<file path="src/rtl/fixed_point_converter_pipe.sv">
// Fixed-point format converter: re-align, round half up, saturate or wrap, overflow flag/count.
// Two register stages, 2-cycle latency; valid/ready back-pressure, full rate with no bubble.
module fixed_point_converter_pipe #(
  parameter int IN_W     = 16,
  parameter int IN_FRAC  = 8,
  parameter int OUT_W    = 8,
  parameter int OUT_FRAC = 4,
  parameter int SIGNED   = 1,
  parameter int ROUND    = 1,
  parameter int SATURATE = 1,
  parameter int CNT_W    = 16
) (
  input  logic             clk,
  input  logic             reset_n,
  input  logic             clear,
  input  logic             in_valid,
  output logic             in_ready,
  input  logic [IN_W-1:0]  in_data,
  output logic             out_valid,
  input  logic             out_ready,
  output logic [OUT_W-1:0] out_data,
  output logic             out_ovf,
  output logic             ovf_sticky,
  output logic [CNT_W-1:0] ovf_count
);

  localparam int IN_INT   = IN_W - IN_FRAC;
  localparam int OUT_INT  = OUT_W - OUT_FRAC;
  localparam int INT_MAX  = (IN_INT > OUT_INT) ? IN_INT : OUT_INT;
  localparam int FRAC_MAX = (IN_FRAC > OUT_FRAC) ? IN_FRAC : OUT_FRAC;
  // Two guard bits keep the sign and the rounding carry from wrapping.
  localparam int IW       = INT_MAX + 2 + FRAC_MAX;
  localparam int SH_L     = (OUT_FRAC > IN_FRAC) ? (OUT_FRAC - IN_FRAC) : 0;
  localparam int SH_R     = (IN_FRAC > OUT_FRAC) ? (IN_FRAC - OUT_FRAC) : 0;

  localparam logic signed [IW-1:0] RND =
    (ROUND != 0 && SH_R > 0) ? (IW'(1) << ((SH_R > 0) ? (SH_R - 1) : 0)) : '0;
  localparam logic signed [IW-1:0] MAXV =
    (IW'(1) << ((SIGNED != 0) ? (OUT_W - 1) : OUT_W)) - IW'(1);
  localparam logic signed [IW-1:0] MINV =
    (SIGNED != 0) ? -(IW'(1) << (OUT_W - 1)) : '0;

  logic                 s1_valid;
  logic signed [IW-1:0] s1_data;
  logic                 s2_can_load;
  logic                 sext;
  logic signed [IW-1:0] ext;
  logic signed [IW-1:0] aligned;
  logic                 above;
  logic                 below;
  logic [OUT_W-1:0]     nxt_data;
  logic                 out_xfer;

  assign s2_can_load = out_ready | ~out_valid;
  assign in_ready    = ~s1_valid | s2_can_load;
  assign out_xfer    = out_valid & out_ready;

  assign sext = (SIGNED != 0) && in_data[IN_W-1];
  assign ext  = {{(IW-IN_W){sext}}, in_data};

  // Only one of SH_R / SH_L is ever non-zero; >>> on the signed sum floors.
  always_comb begin
    aligned = ((ext + RND) >>> SH_R) <<< SH_L;
  end

  always_comb begin
    above    = s1_data > MAXV;
    below    = s1_data < MINV;
    nxt_data = s1_data[OUT_W-1:0];
    if (SATURATE != 0) begin
      if (above)      nxt_data = MAXV[OUT_W-1:0];
      else if (below) nxt_data = MINV[OUT_W-1:0];
    end
  end

  always_ff @(posedge clk or negedge reset_n) begin
    if (!reset_n) begin
      s1_valid <= 1'b0;
      s1_data  <= '0;
    end else if (in_ready) begin
      s1_valid <= in_valid;
      if (in_valid) s1_data <= aligned;
    end
  end

  always_ff @(posedge clk or negedge reset_n) begin
    if (!reset_n) begin
      out_valid <= 1'b0;
      out_data  <= '0;
      out_ovf   <= 1'b0;
    end else if (s2_can_load) begin
      out_valid <= s1_valid;
      if (s1_valid) begin
        out_data <= nxt_data;
        out_ovf  <= above | below;
      end
    end
  end

  // clear wins over a coincident overflow, which is then not counted.
  always_ff @(posedge clk or negedge reset_n) begin
    if (!reset_n) begin
      ovf_sticky <= 1'b0;
      ovf_count  <= '0;
    end else if (clear) begin
      ovf_sticky <= 1'b0;
      ovf_count  <= '0;
    end else if (out_xfer && out_ovf) begin
      ovf_sticky <= 1'b1;
      if (ovf_count != {CNT_W{1'b1}}) ovf_count <= ovf_count + 1'b1;
    end
  end

endmodule
</file>
<file path="config.mk">
export PLATFORM = sky130hd
export DESIGN_NAME = fixed_point_converter_pipe
export DESIGN_NICKNAME = d
export VERILOG_FILES = /design/src/rtl/fixed_point_converter_pipe.sv
export SDC_FILE = /design/constraint.sdc
export NUM_CORES = 1
export LEC_CHECK = 0
export BUFFER_PORTS_ARGS = -buffer_cell sky130_fd_sc_hd__buf_2
export CAP_MARGIN = 5
export CORE_MARGIN = 8
export CORE_UTILIZATION = 35
export DETAILED_ROUTE_END_ITERATION = 6
export HOLD_SLACK_MARGIN = 0.03
export SETUP_SLACK_MARGIN = 0.05
export SKIP_LAST_GASP = 1
export SYNTH_ARGS = -nofsm -noshare
export SYNTH_HDL_FRONTEND = slang
export SYNTH_SLANG_ARGS = --single-unit
</file>
<file path="constraint.sdc">
create_clock -name clk -period 2.2 [get_ports clk]
set_input_delay 0.22 -clock clk [delete_from_list [all_inputs] [get_ports clk]]
set_output_delay 0.22 -clock clk [all_outputs]
set_load 0.01 [all_outputs]
</file>
Word level (Yosys, flattened, before mapping)
Index checks and enable logic that the tools add are counted.

Logic and storage cells: 31. Bits of input ports: 21. Register bits after elaboration: 41.

Mux-type cells: 7. Bitwise gates (word level): 6. Reduce and logical (&&, ||, !) cells: 6. Add/subtract/negate cells: 2. Eq/ne operators: 1. $lt $le $gt $ge: 2.

Operators with widths (number): 16-bit two-way mux (3); 16-bit by 5-bit adder with 17-bit output (second input constant) (1); 16-bit by 1-bit adder with 16-bit output (second input constant) (1); 8-bit two-way mux (2); 16-bit != test (second input constant) (1); 13-bit by 8-bit > comparator with 1-bit output (second input constant) (1); 13-bit by 8-bit < comparator with 1-bit output (second input constant) (1); 2-bit AND reduction (3); 2-bit nonzero test (2); 1-bit bitwise OR (3); 1-bit two-way mux (2); 1-bit NOT (2); 1-bit AND (1); 1-bit logical AND (1).

Depth between registers and ports, before layout
Gate-level depths: netlist (run 1).

Depth in word-level cells: 4. Depth in mapped cells: 6.

Worst setup path before layout (run 1)
OpenSTA, ideal clock, no wires.

Path type: flip-flop to flip-flop. Start: register ovf_count[0]. End: register ovf_count[5]. Data arrival time: 1581 ps. Data required time: 2075 ps. Setup slack: 494 ps. Path buffers: 1. Cell stages (with the launch flop): 6. Setup time: 125 ps. Cells stage by stage: dfrtp_1 > ha_1 > and4_1 > buf_6 > a221oi_1 > mux2_2.

Longest elaborated chain between the ends: 4. Elaborated cells on any way between the ends: 7. Those cells by class: add/sub (1); eq/ne (1); mux (3); reduce/logical (2).

RTL lines: from (decl) (RTL line 24) `output logic [CNT_W-1:0] ovf_count`; from (signal assigned) (RTL line 110) `if (ovf_count != {CNT_W{1'b1}}) ovf_count <= ovf_count + 1'b1;`; 16-bit by 1-bit adder with 16-bit output (RTL line 110); 16-bit two-way mux (RTL line 110); 16-bit two-way mux (RTL line 108) `end else if (out_xfer && out_ovf) begin`; 16-bit two-way mux (RTL line 105) `end else if (clear) begin`.

Parallel ways exist; a longest one is shown, timed or not. The select of a mux whose other input is x is not followed. A chain may end at the register's enable or synchronous reset.

Worst setup path after layout (run 1)
Start: register ovf_count[0]. End: register ovf_count[14].

The elaborated chain is that of the path after synthesis.

==> summary.txt, run 1 <==
Status
  • Result of the run: complete, no violations

CTS
  • Post-cts hold buffer count: 0
  • Clock Root Buffer: sky130_fd_sc_hd__clkbuf_8
  • Clock sinks: 41
  • Total CTS buffers: 5
  • CTS tree: built
  • Worst-path clk slew: 90 ps
  • H-Tree Depth: 2
  • Clock buffer depth: 2
  • Clock latency at the later pin of the worst-skew pair: 300 ps
  • # Post-CTS Setup Buffers: 0

Finish
  • Post-route cell area: 0.00261 mm^2
  • Layout cells sized above 1: 0.264
  • Final #Nets: 302
  • Number of diodes added for antenna fixing: 0
  • Layout overhead on the synthesized area: 17.7%
  • Non-filler instance count after layout: 357

Synthesis
  • Area share of the largest cell type after synthesis: 0.462
  • Synthesis warning total: 0
  • Top area cells in the synthesized netlist: sky130_fd_sc_hd__dfrtp_1 46%, sky130_fd_sc_hd__o21ai_0 7.0%, sky130_fd_sc_hd__nand2_1 4.9%
  • Top cell type by total area after synthesis: sky130_fd_sc_hd__dfrtp_1
  • Number of different library cells in the post-synthesis netlist: 45
  • Mapped Nets: 254
  • Most common cell in the netlist: sky130_fd_sc_hd__dfrtp_1
  • Synth Cell Area: 0.00222 mm^2
  • Cells after Synth: 231
  • Count of flip-flops with a built-in enable after synthesis: 0
  • Synth cell count leaders: 41 x sky130_fd_sc_hd__dfrtp_1, 31 x sky130_fd_sc_hd__o21ai_0, 29 x sky130_fd_sc_hd__nand2_1
  • Avg Synthesized Cell Area: 9.61 um^2
  • Predominant post-synthesis flop cell: sky130_fd_sc_hd__dfrtp_1
  • Share of synthesized area occupied by flip-flops and latches: 0.462
  • Count of state elements after synthesis: 41
  • Fraction of synthesis flops using an asynchronous set or reset pin: 1.00

Worst setup path
  • Endpoint class of the critical path: flip-flop
  • Bufs and invs on worst path: 0
  • Critical path's top delay family: simple AND/OR/NAND/NOR gates
  • Worst-path cell chain: ha_1, and4_2, o21ai_0, or4_1, a21oi_1
  • CP max stage delay: 430 ps
  • Type of origin of the critical path: flip-flop
  • Crit path kind: reg2reg
  • Maximum fanout along the worst path: 11
  • Critical-path cell with the highest stage delay: sky130_fd_sc_hd__or4_1
  • Required time worst endpoint: 2420 ps
  • Crit path DAT: 2130 ps

Timing
  • Slew headroom: 0.392
  • Time the worst path needs with I/O delays and setup: 1910 ps
  • Worst setup skew after layout: 10.5 ps
  • Achievable frequency: 525 MHz
  • Unrepaired setup endpoints after global routing: false
  • Slew Limit Fails: 0
  • Setup tns final: 0 ps
  • Number of failing hold endpoints at the final stage: 0
  • Final worst-path cycle share: 0.866
  • Transition time of the tightest slew-check pin: 912 ps
  • Count of endpoints failing setup in the final report: 0

Power and ir drop
  • Post-layout total power: 1.68 mW
  • Maximum resistive drop on vdd: 0.235 mV
  • Areal power density over the cells: 643 mW/mm^2
  • Static leakage power: 1.17 nW

Detailed routing
  • Antenna Nets Post-Route: 0
  • Number of DRC markers after the initial detailed-route iteration: 46
  • First-pass detailed-route iteration total: 4
  • Via total after detailed routing: 1,833
  • Post-DR vias/cell: 5.13
  • Wire length after detailed routing: 5010 um
  • Post-DR wirelength/cell: 14.0 um
  • Residual DRC: 0

Die
  • IO Count: 49
  • Core box area: 0.00624 mm^2
  • Area enclosed by the die boundary: 0.00915 mm^2
  • Die Wd: 95.6 um
  • Row count: 29
  • Effective utilization at floorplan: 0.356
  • Die height: 95.6 um

GRT
  • Vias in the first global route: 1,855
  • Global-route wire length before repair: 8470 um
  • Initial antenna violation count: 0
  • Pin count of the biggest net entering global routing: 42
  • Overflow left after global routing: 0
  • Total global-route track usage: 0.116

Placement
  • Gp weighted congestion: 0.746
  • Number of buffer cells added on primary ports: 45
  • DP Area: 0.00252 mm^2
  • Final HPWL from detailed placement: 3720 um
  • Cell count after placement: 349

Hold path
  • Worst Hold Class: in2async

Run
  • Number of maximum-capacitance violations: 0
==> metal layers <==
layer / track usage / routed length (um) / up-vias
li1: - / - / 933
met1: 0.134 / 2300 / 858
met5: 0 / 0 / -
met3: 0.0299 / 258 / 7
met4: 0.0384 / 66 / 0
met2: 0.204 / 2380 / 35
==> repair_timing <==
| action | 4_1_cts | 5_1_grt |
|---|---|---|
| gates resized for setup | 0 | 1 |
| setup endpoints to repair | 0 | 3 |
| endpoints found under the hold margin | 0 | 0 |
==> area by class of cell <==
type	count	area, um^2
fill	632	3630
multi-input combinational	177	1130
sequential	41	1030
timing repair buffer	50	263
tap	77	96.3
clock buffer	5	68.8
clock inverter	3	17.5
inverter	4	15.0
==> placed cells by master (no fill, tap or decap), types with 4 or more instances in the layout <==
cell	instances
sky130_fd_sc_hd__buf_2	45
sky130_fd_sc_hd__nand3_1	15
sky130_fd_sc_hd__dfrtp_1	41
sky130_fd_sc_hd__o21ai_0	31
sky130_fd_sc_hd__nor2b_1	4
sky130_fd_sc_hd__clkbuf_8	5
sky130_fd_sc_hd__nand4_1	6
sky130_fd_sc_hd__inv_1	4
sky130_fd_sc_hd__a21oi_1	7
sky130_fd_sc_hd__nand2_1	29
sky130_fd_sc_hd__nand2b_1	4
sky130_fd_sc_hd__buf_4	5
sky130_fd_sc_hd__xnor2_1	7
sky130_fd_sc_hd__nor3_1	8
sky130_fd_sc_hd__nor2_1	14
sky130_fd_sc_hd__xor2_1	4
sky130_fd_sc_hd__or4_1	4
==> worst paths after layout <==
path / from / end / slack, ps / cells past startpoint
worst max-delay path: ovf_count[0]$_DFFE_PN0P_ / ovf_count[14]$_DFFE_PN0P_ / 290 / 5
worst min-delay path: reset_n / ovf_count[9]$_DFFE_PN0P_ / 40 / 1
worst max register to register: ovf_count[0]$_DFFE_PN0P_ / ovf_count[14]$_DFFE_PN0P_ / 290 / 5
worst min register to register: s1_data[1]$_DFFE_PN0P_ / s1_data[1]$_DFFE_PN0P_ / 480 / 2
max in group asynchronous: reset_n / ovf_count[1]$_DFFE_PN0P_ / 1580 / 1
min in group clk: in_valid / s1_valid$_DFFE_PN0N_ / 140 / 2
==> cells by family (layout without fill, tap and decap cells) <==
logic type               Yosys count  in the layout  share of synthesized area
AND/OR/NAND/NOR                  100            100                      0.243
XOR/XNOR                          11             11                     0.0434
buffers and inverters             13             62                     0.0310
adder cells (fa/ha/maj)            2              2                     0.0113
AO/OA/AOI/OAI                     56             56                      0.166
multiplexers                       8              8                     0.0434
flip-flops                        41             41                      0.462
==> power breakdown <==
| group | switching, mW | internal [mW] | leakage, nW |
|---|---|---|---|
| registers | 0.0531 | 0.838 | 0.525 |
| logic | 0.178 | 0.117 | 0.600 |
| clock network | 0.273 | 0.219 | 0.0439 |
==> worst reg2reg max path: cells and delay by family, from the launching register on <==
family	cells	cell delay [ps]
simple gates	2	820
fa+ha+maj	1	210
compound gates	2	380
flops	1	420
==> stage by stage <==
| stage | worst slack (ps) | hold WS, ps | utilization |
|---|---|---|---|
| finish | 295 | 44.9 | 0.419 |
| global placement | 240 | 406 | 0.405 |
| floorplan | 494 | -75.6 | - |
| global route | 157 | 138 | 0.419 |
| detailed placement | 164 | 407 | 0.405 |
| CTS | 152 | 75.8 | 0.418 |
==> flip-flops by register name (all words and copies together), names as in the netlist <==
name,flops
out_ovf,1
out_valid,1
s1_valid,1
ovf_count,16
s1_data,13
out_data,8
ovf_sticky,1
(Power assumes the default switching activity.)
==> run 2: changes to the inputs <==
--- a/config.mk
+++ b/config.mk
@@ -7,10 +7,14 @@
 export LEC_CHECK = 0
 export BUFFER_PORTS_ARGS = -buffer_cell sky130_fd_sc_hd__buf_2
 export CAP_MARGIN = 5
+export CELL_PAD_IN_SITES_DETAIL_PLACEMENT = 1
+export CELL_PAD_IN_SITES_GLOBAL_PLACEMENT = 1
+export CORE_ASPECT_RATIO = 0.7
 export CORE_MARGIN = 8
 export CORE_UTILIZATION = 35
 export DETAILED_ROUTE_END_ITERATION = 6
 export HOLD_SLACK_MARGIN = 0.03
+export PLACE_DENSITY_LB_ADDON = 0.1
 export SETUP_SLACK_MARGIN = 0.05
 export SKIP_LAST_GASP = 1
 export SYNTH_ARGS = -nofsm -noshare
==> summary.txt, run 2 (synthesized netlist as in run 1, its figures left out) <==
Status
  • Result of the run: complete, no violations

Worst setup path
  • CP max stage delay: 430 ps
  • FF-to-FF path depth: 5
  • Critical-path cell with the highest stage delay: sky130_fd_sc_hd__dfrtp_1
  • Maximum fanout along the worst path: 7
  • Required time worst endpoint: 2390 ps
  • Critical path's top delay family: flip-flops
  • Worst-path cell chain: ha_1, and4_1, buf_4, a221oi_1, mux2_2
  • Type of origin of the critical path: flip-flop
  • Critical path depth in cells: 5
  • Crit path kind: reg2reg
  • Crit path DAT: 2060 ps
  • Bufs and invs on worst path: 1
  • Endpoint class of the critical path: flip-flop

Finish
  • Largest registers ranked by flip-flop count: ovf_count: 16 flops, s1_data: 13 flops, out_data: 8 flops
  • Number of flip-flops under the largest register name: 16
  • Most used cells in the layout excluding fill and tap cells: 45 x sky130_fd_sc_hd__buf_2, 41 x sky130_fd_sc_hd__dfrtp_1, 31 x sky130_fd_sc_hd__o21ai_0
  • Final #Nets: 306
  • Layout cells sized above 1: 0.268
  • Core utilization of the finished layout: 0.430
  • Layout overhead on the synthesized area: 19.8%
  • Most flop-heavy register: ovf_count
  • FILL cells: 757
  • Most frequent standard cell in the layout excluding fill and tap cells: sky130_fd_sc_hd__buf_2
  • Number of diodes added for antenna fixing: 0

Detailed routing
  • First-pass detailed-route iteration total: 4
  • Antenna Nets Post-Route: 0
  • Residual DRC: 0
  • Via total after detailed routing: 1,886
  • Post-DR wirelength/cell: 15.9 um
  • Wire length after detailed routing: 5740 um
  • Number of DRC markers after the initial detailed-route iteration: 79
  • Post-DR vias/cell: 5.21

Timing
  • Hold slack: 138 ps
  • Slew headroom: 0.597
  • Number of failing hold endpoints at the final stage: 0
  • Worst Slack Setup Final: 334 ps
  • Count of endpoints failing setup in the final report: 0
  • Time the worst path needs with I/O delays and setup: 1870 ps
  • Slew Limit Fails: 0
  • Final worst-path cycle share: 0.848
  • Transition time of the tightest slew-check pin: 604 ps
  • Unrepaired setup endpoints after global routing: false
  • Setup tns final: 0 ps
  • Worst setup skew after layout: 10.6 ps
  • Achievable frequency: 536 MHz

GRT
  • Met3 GRT Util: 0.0339
  • Global Route met2 Usage: 0.179
  • Pin count of the biggest net entering global routing: 26
  • Vias in the first global route: 1,876
  • Overflow left after global routing: 0
  • Met1 capacity usage during global routing: 0.198
  • Global-route wire length before repair: 9850 um
  • GRT Max-Usage Layer: met1
  • Total global-route track usage: 0.134
  • Initial antenna violation count: 0

Placement
  • Number of buffer cells added on primary ports: 45
  • Gp weighted congestion: 0.757
  • Final HPWL from detailed placement: 4470 um
  • Worst setup timing slack at the placement stage: 355 ps

Hold path
  • Worst hold path cell count: 2
  • Worst Hold Class: in2reg

CTS
  • CTS tree: built
  • # Post-CTS Setup Buffers: 0
  • Clock Root Buffer: sky130_fd_sc_hd__clkbuf_8
  • Post-CTS Resized: 0
  • Clock sinks: 41
  • Clock latency at the later pin of the worst-skew pair: 300 ps
  • Clock buffer depth: 2
  • Total CTS buffers: 5
  • H-Tree Depth: 2
  • Worst-path clk slew: 90 ps

Die
  • Die Wd: 111 um
  • Core box area: 0.00619 mm^2
  • Effective utilization at floorplan: 0.359
  • Row count: 24
  • IO Count: 49
  • Area enclosed by the die boundary: 0.00919 mm^2
  • Die height: 82.6 um

Power and ir drop
  • Areal power density over the cells: 658 mW/mm^2
  • Static leakage power: 1.20 nW
  • Maximum resistive drop on vdd: 0.351 mV
  • Post-layout total power: 1.75 mW

Run
  • Number of maximum-capacitance violations: 0
[run 2: layout make-up]
cell class                 instances  area (um^2)  share of cell area
clock inverter                     1         5.00             0.00188
inverter                           4         15.0             0.00564
sequential                        41         1030               0.386
tap                               78         97.6              0.0367
clock buffer                       7         96.3              0.0362
timing repair buffer              54          295               0.111
multi-input combinational        177         1120               0.423
[run 2: final timing paths]
kind                                           from  slack [ps]                       end
max in group asynchronous                   reset_n        1250       out_ovf$_DFFE_PN0P_
setup reg to reg           ovf_count[0]$_DFFE_PN0P_         330  ovf_count[5]$_DFFE_PN0P_
hold / removal                             in_valid         140      s1_valid$_DFFE_PN0N_
hold reg to reg             out_data[6]$_DFFE_PN0P_         480   out_data[6]$_DFFE_PN0P_
min in group asynchronous                   reset_n         390  ovf_count[3]$_DFFE_PN0P_
setup / recovery           ovf_count[0]$_DFFE_PN0P_         330  ovf_count[5]$_DFFE_PN0P_
[run 2: where the power goes]
group / switching, mW / internal [mW] / total (mW)
Sequential: 0.0535 / 0.838 / 0.891
Combinational: 0.185 / 0.122 / 0.307
Clock: 0.269 / 0.284 / 0.553
Total: 0.507 / 1.24 / 1.75
[run 2: metrics by stage]
step / area [um^2] / cells
3_3_place_gp: 2550 / 353
5_1_grt: 2660 / 362
3_5_place_dp: 2550 / 353
4_1_cts: 2660 / 362
2_1_floorplan: 2220 / 231
6_report: 2660 / 362
[run 2: repair_timing]
| action | 4_1_cts | 5_1_grt |
|---|---|---|
| endpoints found under the hold margin | 18 | 0 |
| hold buffers | 1 | 0 |
| endpoints found under the setup margin | 0 | 0 |
[run 2: layer usage]
metal  routed length (um)  vias to the layer above
li1                     -                      948
met1                 3280                      895
met2                 2110                       36
met3                  263                        7
met4                   79                        0
met5                    0                        -
==> run 3: changes to the inputs <==
==> constraint.sdc (replaced) <==
create_clock -name clk -period 1.85 [get_ports clk]
set_input_delay 0.185 -clock clk [delete_from_list [all_inputs] [get_ports clk]]
set_output_delay 0.185 -clock clk [all_outputs]
set_load 0.01 [all_outputs]
==> summary.txt, run 3 (synthesized netlist as in run 1, its figures left out) <==
Finish
  • Most frequent standard cell in the layout excluding fill and tap cells: sky130_fd_sc_hd__buf_2
  • FILL cells: 727
  • Number of flip-flops under the largest register name: 16
  • Final #Nets: 320
  • Number of diodes added for antenna fixing: 0
  • Layout cells sized above 1: 0.312
  • Most flop-heavy register: ovf_count
  • Largest registers ranked by flip-flop count: ovf_count: 16 flops, s1_data: 13 flops, out_data: 8 flops
  • Layout overhead on the synthesized area: 26.0%
  • Most used cells in the layout excluding fill and tap cells: 45 x sky130_fd_sc_hd__buf_2, 39 x sky130_fd_sc_hd__dfrtp_1, 29 x sky130_fd_sc_hd__nand2_1, 29 x sky130_fd_sc_hd__o21ai_0, 21 x sky130_fd_sc_hd__buf_4

GRT
  • Pin count of the biggest net entering global routing: 28
  • Global-route wire length before repair: 10,400 um
  • Vias in the first global route: 1,989
  • Total global-route track usage: 0.141
  • Overflow left after global routing: 0
  • Initial antenna violation count: 0

Timing
  • Worst setup skew after layout: 5.69 ps
  • Final worst-path cycle share: 0.920
  • Time the worst path needs with I/O delays and setup: 1700 ps
  • Setup tns final: 0 ps
  • Number of failing hold endpoints at the final stage: 0
  • Unrepaired setup endpoints after global routing: false
  • Slew headroom: 0.577
  • Count of endpoints failing setup in the final report: 0
  • Transition time of the tightest slew-check pin: 635 ps
  • Achievable frequency: 588 MHz
  • Slew Limit Fails: 0

Power and ir drop
  • Static leakage power: 1.27 nW
  • Post-layout total power: 2.21 mW
  • Areal power density over the cells: 789 mW/mm^2
  • Maximum resistive drop on vdd: 0.355 mV

Status
  • Result of the run: complete, no violations

Detailed routing
  • First-pass detailed-route iteration total: 4
  • Post-DR wirelength/cell: 16.5 um
  • Antenna Nets Post-Route: 0
  • Wire length after detailed routing: 6200 um
  • Post-DR vias/cell: 5.16
  • Via total after detailed routing: 1,942
  • Number of DRC markers after the initial detailed-route iteration: 60
  • Residual DRC: 0

Die
  • Die height: 82.6 um
  • Core box area: 0.00619 mm^2
  • Area enclosed by the die boundary: 0.00919 mm^2
  • Die Wd: 111 um
  • Row count: 24
  • Effective utilization at floorplan: 0.359
  • IO Count: 49

CTS
  • Worst-path clk slew: 80 ps
  • H-Tree Depth: 2
  • Total CTS buffers: 5
  • # Post-CTS Setup Buffers: 0
  • Clock latency at the later pin of the worst-skew pair: 290 ps
  • Clock sinks: 41
  • Clock buffer depth: 2
  • CTS tree: built
  • Clock Root Buffer: sky130_fd_sc_hd__clkbuf_8

Worst setup path
  • Crit path kind: reg2reg
  • Required time worst endpoint: 2040 ps
  • Crit path DAT: 1890 ps
  • Type of origin of the critical path: flip-flop
  • Maximum fanout along the worst path: 6
  • Endpoint class of the critical path: flip-flop

Placement
  • Final HPWL from detailed placement: 4850 um
  • Number of buffer cells added on primary ports: 45
  • Gp weighted congestion: 0.807

Run
  • Number of maximum-capacitance violations: 0

Hold path
  • Worst Hold Class: in2reg
-- run 3: changes by cell type in the layout (fill, tap and decap cells not counted), moves of 2 or more --
cell / delta
sky130_fd_sc_hd__buf_4: +13
sky130_fd_sc_hd__dfrtp_1: -2
sky130_fd_sc_hd__dfrtp_2: +2
sky130_fd_sc_hd__o21ai_0: -2
sky130_fd_sc_hd__o21ai_1: +2
-- run 3: layout make-up --
class,count,area [um^2],share of cell area
clock inverters,1,30.0,0.0107
repair buffers,68,413,0.148
flip-flops and latches,41,1030,0.368
clock buffers,7,86.3,0.0309
inverters,4,15.0,0.00537
multi-input cells,177,1130,0.403
well taps,78,97.6,0.0349
-- run 3: metal layers --
layer,track usage,up-vias,wire (um)
met5,0,-,0
met4,0.0437,0,64
met3,0.0346,5,275
met2,0.197,40,2410
met1,0.206,927,3450
li1,-,970,-
-- run 3: power breakdown --
group	internal [mW]	total, mW	switching, mW
logic	0.162	0.394	0.233
registers	0.996	1.06	0.0621
clock network	0.440	0.756	0.316
-- run 3: stage by stage --
stage | instance area [um^2] | setup slack, ps | cells | util | hold WS [ps]
4_1_cts | 2790 | 103 | 376 | 0.452 | 103
2_1_floorplan | 2220 | 144 | 231 | - | -111
3_5_place_dp | 2670 | 59.7 | 367 | 0.431 | 246
3_3_place_gp | 2670 | 124 | 367 | 0.431 | 236
5_1_grt | 2800 | 56.0 | 376 | 0.452 | 115
6_report | 2800 | 149 | 376 | 0.452 | 108
-- run 3: worst max-delay path, stage by stage (launching register included) --
cell                       delay [ps]
sky130_fd_sc_hd__dfrtp_1          390
sky130_fd_sc_hd__ha_1             220
sky130_fd_sc_hd__and4_2           240
sky130_fd_sc_hd__buf_4            170
sky130_fd_sc_hd__a211oi_2         250
sky130_fd_sc_hd__mux2_4           320
-- run 3: repair_timing --
item                                    4_1_cts  5_1_grt
gates cloned                                  0        0
endpoints found under the hold margin        25        0
pin swaps                                     0        2
endpoints found under the setup margin        1        4
resized for setup                             1        5
hold buffers                                  1        0
-- run 3: final timing paths --
kind / slack (ps) / depth (start not counted) / end / startpoint
setup / recovery: 150 / 5 / ovf_count[2]$_DFFE_PN0P_ / ovf_count[0]$_DFFE_PN0P_
hold / removal: 110 / 2 / s1_valid$_DFFE_PN0N_ / in_valid
setup reg to reg: 150 / 5 / ovf_count[2]$_DFFE_PN0P_ / ovf_count[0]$_DFFE_PN0P_
hold reg to reg: 480 / 2 / out_data[2]$_DFFE_PN0P_ / out_data[2]$_DFFE_PN0P_
max in group asynchronous: 790 / 3 / ovf_count[7]$_DFFE_PN0P_ / reset_n
min in group asynchronous: 440 / 2 / s1_data[5]$_DFFE_PN0P_ / reset_n
